## config.mk

```make
export PLATFORM = sky130hd
export DESIGN_NAME = mio_bus_arbiter
export DESIGN_NICKNAME = d
export VERILOG_FILES = /design/src/rtl/mio_pkg.sv /design/src/rtl/mio_timeout_cnt.sv /design/src/rtl/mio_bus_arbiter.sv
export SDC_FILE = /design/constraint.sdc
export NUM_CORES = 1
export LEC_CHECK = 0
export BUFFER_PORTS_ARGS = -buffer_cell sky130_fd_sc_hd__buf_4
export CAP_MARGIN = 15
export CORE_AREA = 5 5 137 139
export CTS_BUF_LIST = sky130_fd_sc_hd__clkbuf_16
export DETAILED_ROUTE_END_ITERATION = 8
export DIE_AREA = 0 0 142 144
export PLACE_DENSITY = 0.68
export RECOVER_POWER = 50
export SETUP_SLACK_MARGIN = 0.15
export SKIP_CTS_REPAIR_TIMING = 1
export SYNTH_ARGS = -nofsm -noshare
export SYNTH_HDL_FRONTEND = slang
export SYNTH_SLANG_ARGS = --single-unit
```

## constraint.sdc

```tcl
create_clock -name clk -period 3.1 [get_ports clk]
set_input_delay 0.155 -clock clk [delete_from_list [all_inputs] [get_ports clk]]
set_output_delay 0.155 -clock clk [all_outputs]
set_load 0.1 [all_outputs]
```

## src/rtl/mio_pkg.sv

```systemverilog
// Shared types and constants for the CPU/DMA memory-port arbiter.
package mio_pkg;

    typedef enum logic [1:0] {
        IDLE = 2'd0,
        BUSY = 2'd1,
        DONE = 2'd2
    } mio_state_e;

    localparam logic        OWN_CPU  = 1'b0;
    localparam logic        OWN_DMA  = 1'b1;
    localparam logic [31:0] ERR_DATA = 32'hDEAD_BEEF;

endpackage

```

## src/rtl/mio_timeout_cnt.sv

```systemverilog
// Saturating watchdog counter; expired is high once TIMEOUT-1 cycles have been counted.
module mio_timeout_cnt #(
    parameter int TIMEOUT = 15
) (
    input  logic clk,
    input  logic rst,
    input  logic clr,
    input  logic en,
    output logic expired
);

    localparam int            CW   = (TIMEOUT > 1) ? $clog2(TIMEOUT) : 1;
    localparam logic [CW-1:0] LAST = CW'(TIMEOUT - 1);

    logic [CW-1:0] cnt_q;
    logic [CW-1:0] cnt_d;

    // Holding at LAST instead of wrapping keeps expired stable until cleared.
    always_comb begin
        cnt_d = cnt_q;
        if (clr) begin
            cnt_d = '0;
        end else if (en && (cnt_q != LAST)) begin
            cnt_d = cnt_q + CW'(1);
        end
    end

    always_ff @(posedge clk or negedge rst) begin
        if (!rst) begin
            cnt_q <= '0;
        end else begin
            cnt_q <= cnt_d;
        end
    end

    assign expired = (cnt_q == LAST);

endmodule

```

## src/rtl/mio_bus_arbiter.sv

```systemverilog
// Shares one memory/IO slave port between the CPU data interface and a DMA master.
// Handshake: a master holds req and fields until its one-cycle ready/ack pulse.
module mio_bus_arbiter
    import mio_pkg::*;
#(
    parameter int TIMEOUT  = 15,
    parameter int CPU_PRIO = 0
) (
    input  logic        clk,
    input  logic        rst,
    input  logic        cpu_req,
    input  logic        cpu_we,
    input  logic [31:0] cpu_addr,
    input  logic [31:0] cpu_wdata,
    output logic [31:0] cpu_rdata,
    output logic        cpu_ready,
    input  logic        dma_req,
    input  logic        dma_we,
    input  logic [31:0] dma_addr,
    input  logic [31:0] dma_wdata,
    output logic [31:0] dma_rdata,
    output logic        dma_ack,
    output logic        mem_req,
    output logic        mem_we,
    output logic [31:0] mem_addr,
    output logic [31:0] mem_wdata,
    input  logic [31:0] mem_rdata,
    input  logic        mem_ack,
    output logic        owner,
    output logic        bus_err,
    output mio_state_e  state_dbg
);

    mio_state_e  state_q, state_d;
    logic        owner_q, owner_d;
    logic        last_owner_q, last_owner_d;
    logic        we_q, we_d;
    logic [31:0] addr_q, addr_d;
    logic [31:0] wdata_q, wdata_d;
    logic [31:0] cpu_rdata_q, cpu_rdata_d;
    logic [31:0] dma_rdata_q, dma_rdata_d;
    logic        err_pending_q, err_pending_d;
    logic        grant_dma;
    logic        expired;

    mio_timeout_cnt #(.TIMEOUT(TIMEOUT)) u_timeout (
        .clk     (clk),
        .rst     (rst),
        .clr     (state_q == IDLE),
        .en      ((state_q == BUSY) && !mem_ack),
        .expired (expired)
    );

    always_comb begin
        state_d       = state_q;
        owner_d       = owner_q;
        last_owner_d  = last_owner_q;
        we_d          = we_q;
        addr_d        = addr_q;
        wdata_d       = wdata_q;
        cpu_rdata_d   = cpu_rdata_q;
        dma_rdata_d   = dma_rdata_q;
        err_pending_d = err_pending_q;
        grant_dma     = 1'b0;
        case (state_q)
            IDLE: begin
                if (cpu_req || dma_req) begin
                    // On a tie round-robin favours whoever did not go last.
                    grant_dma     = dma_req && (!cpu_req ||
                                    ((CPU_PRIO == 0) && (last_owner_q == OWN_CPU)));
                    owner_d       = grant_dma ? OWN_DMA : OWN_CPU;
                    we_d          = grant_dma ? dma_we    : cpu_we;
                    addr_d        = grant_dma ? dma_addr  : cpu_addr;
                    wdata_d       = grant_dma ? dma_wdata : cpu_wdata;
                    err_pending_d = 1'b0;
                    state_d       = BUSY;
                end
            end
            BUSY: begin
                if (mem_ack) begin
                    if (owner_q == OWN_DMA) dma_rdata_d = mem_rdata;
                    else                    cpu_rdata_d = mem_rdata;
                    state_d = DONE;
                end else if (expired) begin
                    if (owner_q == OWN_DMA) dma_rdata_d = ERR_DATA;
                    else                    cpu_rdata_d = ERR_DATA;
                    err_pending_d = 1'b1;
                    state_d       = DONE;
                end
            end
            DONE: begin
                last_owner_d = owner_q;
                state_d      = IDLE;
            end
            default: state_d = IDLE;
        endcase
    end

    always_ff @(posedge clk or negedge rst) begin
        if (!rst) begin
            state_q       <= IDLE;
            owner_q       <= OWN_CPU;
            last_owner_q  <= OWN_DMA;
            we_q          <= 1'b0;
            addr_q        <= '0;
            wdata_q       <= '0;
            cpu_rdata_q   <= '0;
            dma_rdata_q   <= '0;
            err_pending_q <= 1'b0;
        end else begin
            state_q       <= state_d;
            owner_q       <= owner_d;
            last_owner_q  <= last_owner_d;
            we_q          <= we_d;
            addr_q        <= addr_d;
            wdata_q       <= wdata_d;
            cpu_rdata_q   <= cpu_rdata_d;
            dma_rdata_q   <= dma_rdata_d;
            err_pending_q <= err_pending_d;
        end
    end

    assign mem_req   = (state_q == BUSY);
    assign mem_we    = we_q;
    assign mem_addr  = addr_q;
    assign mem_wdata = wdata_q;
    assign cpu_rdata = cpu_rdata_q;
    assign dma_rdata = dma_rdata_q;
    assign cpu_ready = (state_q == DONE) && (owner_q == OWN_CPU);
    assign dma_ack   = (state_q == DONE) && (owner_q == OWN_DMA);
    assign bus_err   = (state_q == DONE) && err_pending_q;
    assign owner     = owner_q;
    assign state_dbg = state_q;

endmodule
```

==> summary.txt, run 1 <==
Outcome
  – Status: complete, but fails checks
  – Violated checks: capacitance limit, slew limit

Worst setup path
  – Critical Path End Type: flip-flop
  – Reg2Reg Setup Slack: 0.83 ns
  – RR Endpoint: dma_rdata[30]
  – Worst Path Class, Setup: flip-flop to flip-flop
  – Worst Path Arrival: 2.57 ns
  – Worst EP required: 3.39 ns
  – Max incr delay on CP: 0.73 ns
  – Slowest cell on crit path: nand3_1
  – Crit Path Max Fanout: 24
  – RR Startpoint: state_dbg[1]
  – Crit start category: flip-flop
  – Worst path cell trace: nand2b_2 -> inv_2 -> nand3_1 -> o22a_1
  – FF-to-FF path depth: 4

Die
  – Placement row count: 49
  – Initial Util: 33.8%
  – Die extent in y: 144 µm
  – # IOs: 303
  – Area of the core: 17500 µm²
  – Die width: 142 µm
  – Die area: 20400 µm²

Synth
  – Mapped Nets: 572
  – Post-synth EDFFs: 0
  – Register area share after synthesis: 58.3%
  – Post-synthesis cell area: 5930 µm²
  – Async set or reset register ratio after synthesis: 100%
  – Top cells by count, synth: dfrtp_1, mux2_2, o22a_1
  – Top cells by area, synth: dfrtp_1, mux2_2, o22a_1
  – Leading register cell type out of synthesis: dfrtp_1
  – Post-synth top area cell: dfrtp_1
  – Synth warn: 0
  – Yosys reg bits: 138
  – Cells after Synth: 403
  – Syn Area/Cell: 14.7 µm²
  – Most frequent cell after synthesis: dfrtp_1
  – Synth unique cells: 33
  – Yosys top cell area share: 57.8%

Global routing
  – Vias in the first global route: 4908
  – Largest net degree at the start of global routing: 85
  – GRT Util Overall: 16.2%
  – GRT overflow: 0
  – Antenna violations before repair: 0
  – First-pass GRT wire length: 26100 µm

Drt
  – Avg Vias per Cell: 4.81
  – Drt wl/cell: 18.1 µm
  – Initial DRC count: 201
  – Via count: 4698
  – Detailed Routing Iterations Pass 1: 4
  – DRT antenna net count: 0
  – WL final: 17700 µm
  – Drt drc: 0

Placed design
  – Detailed placer's ending HPWL: 13000 µm
  – Dpl cells: 912
  – RD Place Congestion: 0.863
  – Port Buf Inserts: 302
  – Worst slack at placement: 0.843 ns

Timing
  – Slew @ Worst Pin: 2.09 ns
  – Setup ws final: 0.828 ns
  – Clock skew: 0.0112 ns
  – Crit share post-route: 73.3%
  – Final Max Tran Viols: 84
  – Slew HR: -39.4%
  – Final setup violating endpoints: 0
  – FMAX: 0.440 GHz
  – Min cycle time layout: 2.27 ns
  – Post-Route Setup TNS: 0 ns
  – RSZ-0062 raised after global routing: no
  – Hold Vio Cnt, Final: 0

Min path
  – Hold WC Path Type: primary input to flip-flop
  – Hold path depth: 3
  – Hold endpoint: state_dbg[1]
  – Hold wc startpoint: mem_ack

Final layout
  – Share of layout cells above drive strength 1: 47.3%
  – Layout Cells excl Fill: 977
  – FILL cells: 1639
  – Layout area overhead: 49.3%
  – # nets final: 904
  – # diodes: 0

Clock tree
  – Num CTS Buffers: 17
  – Clock root buffer: clkbuf_16
  – Worst skew pair latency: 0.42 ns
  – Clock Path Buffers: 2
  – H-tree levels: 4
  – CTS tree: built
  – Clock sinks: 138
  – Clock slew at reported path FFs: 0.06 ns

Flow run
  – Maximum Capacitance Violations: 1
-- per-layer routing --
layer | vias up | GRT usage, % | share of wire [%]
li1 | 2171 | - | -
met5 | - | 0 | 0
met3 | 22 | 5.85 | 8.0
met1 | 2326 | 18.4 | 36
met4 | 0 | 5.00 | 1.5
met2 | 179 | 28.7 | 54
-- cells in the final DEF, fill, tap and decap left out, drive strengths merged, types with 2 or more instances in the layout --
master         n
buf          183
clkbuf       141
dfrtp        137
mux2         132
o22a          48
dlygate4sd3   33
a22o          16
inv           12
nand3          5
nor2           3
and3           3
o21ai          3
clkinvlp       3
clkinv         3
nor3           3
nor2b          2
and2           2
or3            2
mux2i          2
ha             2
nand2b         2
a31oi          2
-- cell families (layout without fill, tap and decap cells) --
| family | count (synthesis) | in the layout | synth area share [%] |
|---|---|---|---|
| flip-flops | 138 | 138 | 58.3 |
| multiplexers | 134 | 134 | 25.4 |
| AO/OA/AOI/OAI | 73 | 73 | 10.5 |
| buffers and inverters | 31 | 376 | 2.85 |
| AND/OR/NAND/NOR | 25 | 25 | 2.53 |
| adder cells (fa/ha/maj) | 2 | 2 | 0.422 |
-- worst max-delay path by stage --
stage | start | to | slack [ns] | cells past startpoint
3_5_place_dp | state_dbg[1] | dma_rdata[16] | 0.84 | 4
2_1_floorplan | state_dbg[1] | cpu_ready | 0.29 | 2
6_report | state_dbg[1] | dma_rdata[30] | 0.83 | 4
3_3_place_gp | state_dbg[1] | dma_rdata[10] | 0.98 | 4
5_1_grt | rst | mem_wdata[5] | 0.52 | 2
4_1_cts | state_dbg[1] | dma_rdata[16] | 0.83 | 4
-- per-stage QoR --
stage	cell area, µm²	utilization, %	hold WS [ns]
final	8850	50.5	0.0819
after global routing	8850	50.5	0.0774
after CTS	8990	51.3	-0.195
after detailed placement	8420	48.0	0.267
after global placement	8420	48.0	0.241
after floorplan	5930	-	-0.141
-- registers in the layout, summed over array words and instances (netlist names) --
register,count
cpu_rdata,32
dma_rdata,32
mem_addr,32
mem_wdata,32
u_timeout.cnt_q,4
state_dbg,2
err_pending_q,1
last_owner_q,1
mem_we,1
owner,1
-- layout make-up --
class	instances	area (µm²)	area share [%]
inverter	4	15.0	0.170
multi-input combinational	234	2320	26.2
clock inverter	15	141	1.60
tap	229	287	3.24
clock buffer	17	425	4.80
timing repair buffer	340	2210	24.9
sequential	138	3450	39.0
-- worst max-delay path: cells and delay by family (launching register included) --
family / cells / cell delay [ns]
DFF: 1 / 0.46
AOI/OAI and AO/OA: 1 / 0.51
and+or+nand+nor: 2 / 1.01
buffers and inverters: 1 / 0.17
Power of run 1 is not shown: default switching activity piles up to over one toggle a cycle in this logic, so the estimate is an artifact.
==> run 2, diff against run 1 <==
- PLACE_DENSITY: 0.68 -> 0.71
- clock period: 3.1 -> 1.9 ns (I/O delays scaled with it)
==> summary.txt, run 2 (synthesized netlist as in run 1, its figures left out) <==
Worst setup path
  – Max incr delay on CP: 0.54 ns (-0.19 ns)
  – Crit Path Max Fanout: 67 (+180%)
  – Worst Path Arrival: 1.99 ns (-0.58 ns)
  – Worst EP required: 2.19 ns (-1.20 ns)
  – Critical Path End Type: flip-flop
  – Crit start category: flip-flop
  – Worst Path Class, Setup: flip-flop to flip-flop
  – Worst path cell trace: nor3_4 -> clkbuf_16 -> mux2_2
  – Reg2Reg Setup Slack: 0.21 ns (-0.62 ns)
  – Slowest cell on crit path: dfrtp_4

Timing
  – Worst hold slack: 0.0198 ns (-0.0621 ns)
  – Clock skew: 0.0131 ns (+0.00191 ns)
  – Post-Route Setup TNS: 0 ns (unchanged)
  – RSZ-0062 raised after global routing: yes
  – Slew HR: 25.0% (+64 points)
  – Final setup violating endpoints: 0 (unchanged)
  – Slew @ Worst Pin: 1.13 ns (-0.965 ns)
  – Setup ws final: 0.205 ns (-0.622 ns)
  – FMAX: 0.590 GHz (+34%)
  – Hold Vio Cnt, Final: 0 (unchanged)
  – Final Max Tran Viols: 0 (-100%)
  – Min cycle time layout: 1.69 ns (-0.578 ns)
  – Crit share post-route: 89.2% (+16 points)

Global routing
  – Antenna violations before repair: 0 (unchanged)
  – GRT Util Overall: 16.9% (+0.60 points)
  – GRT overflow: 0 (unchanged)
  – First-pass GRT wire length: 27100 µm (+4.2%)
  – Largest net degree at the start of global routing: 68 (-20%)
  – Vias in the first global route: 5308 (+8.1%)

Drt
  – Drt drc: 0 (unchanged)
  – Highest routed layer: met4
  – Initial DRC count: 160 (-20%)
  – Routed met1 length: 6420 µm (+0.83%)
  – DR WL met2: 9470 µm (-1.9%)
  – Detailed Routing Iterations Pass 1: 4 (unchanged)
  – WL final: 17800 µm (+0.19%)
  – DRT antenna net count: 0 (unchanged)
  – Avg Vias per Cell: 4.82 (+0.24%)
  – Drt wl/cell: 18.1 µm (-0.42%)
  – WL met3: 1430 µm (+0.28%)
  – Via count: 4738 (+0.85%)

Clock tree
  – H-tree levels: 4 (unchanged)
  – Worst skew pair latency: 0.42 ns (about the same)
  – Clock slew at reported path FFs: 0.06 ns (about the same)
  – Num CTS Buffers: 17 (unchanged)
  – Clock root buffer: clkbuf_16
  – Clock Path Buffers: 2 (unchanged)
  – CTS tree: built
  – Clock sinks: 138 (unchanged)

Die
  – Die area: 20400 µm² (unchanged)
  – Die width: 142 µm (unchanged)
  – # IOs: 303 (unchanged)
  – Area of the core: 17500 µm² (unchanged)
  – Initial Util: 33.8% (unchanged)
  – Placement row count: 49 (unchanged)
  – Die extent in y: 144 µm (unchanged)

Final layout
  – Layout area overhead: 56.9%
  – Most frequent cells in the layout: buf_4, dfrtp_1, mux2_2
  – Share of layout cells above drive strength 1: 64.9% (+18 points)
  – Commonest non-fill, non-tap cell in the layout: buf_4
  – # diodes: 0 (unchanged)
  – # nets final: 910 (+0.66%)

Placed design
  – Port Buf Inserts: 302 (unchanged)
  – Worst slack at placement: 0.144 ns (-0.698 ns)
  – Detailed placer's ending HPWL: 13100 µm (+0.73%)
  – RD Place Congestion: 0.823 (-4.6%)

Flow run
  – Maximum Capacitance Violations: 0 (-1)

Min path
  – Hold WC Path Type: primary input to flip-flop

Outcome
  – Status: completed
run 2: changes by cell type in the layout (fill, tap and decap cells not counted), moves of 3 or more:
cell      before  now
buf_6          0    3
buf_4        180  237
clkinv_1       0    3
inv_6          5    1
dfrtp_4        0    3
clkinv_4       3    0
clkbuf_2       1   68
dfrtp_1      137  134
clkbuf_1     123    1
run 2: worst paths after layout:
check                         startpoint            end  cells after the start
max                         state_dbg[0]    mem_addr[5]                      3
min                              mem_ack   state_dbg[1]                      3
max reg2reg                 state_dbg[0]    mem_addr[5]                      3
min reg2reg                cpu_rdata[18]  cpu_rdata[18]                      1
max in group asynchronous            rst    mem_addr[4]                      3
min in group asynchronous            rst   mem_addr[11]                      2
run 2: cell type report:
cell class	count	area (µm²)
Fill cell	1505	8230
Clock buffer	17	425
Inverter	4	27.5
Timing Repair Buffer	346	2570
Clock inverter	15	160
Multi-Input combinational cell	234	2370
Sequential cell	138	3470
Tap cell	229	287
run 2: metal layers:
layer | vias to the layer above | global-route usage, %
li1 | 2171 | -
met3 | 34 | 5.82
met2 | 192 | 29.9
met4 | 0 | 6.62
met5 | - | 0
met1 | 2341 | 18.6
run 2: per-stage QoR:
step	area, µm²	utilization [%]	instances
after floorplan	5990	-	403
after global placement	8510	48.6	917
after detailed placement	8510	48.6	917
after CTS	9100	51.9	949
after global routing	9300	53.1	983
final	9300	53.1	983
run 2: critical path: cells and delay by family, from the launching register on:
| family | cells | cell delay (ns) |
|---|---|---|
| flip-flops | 1 | 0.54 |
| multiplexers | 1 | 0.38 |
| AND/OR/NAND/NOR | 1 | 0.24 |
| buffers and inverters | 1 | 0.32 |
Power of run 2 is left out for the same reason.
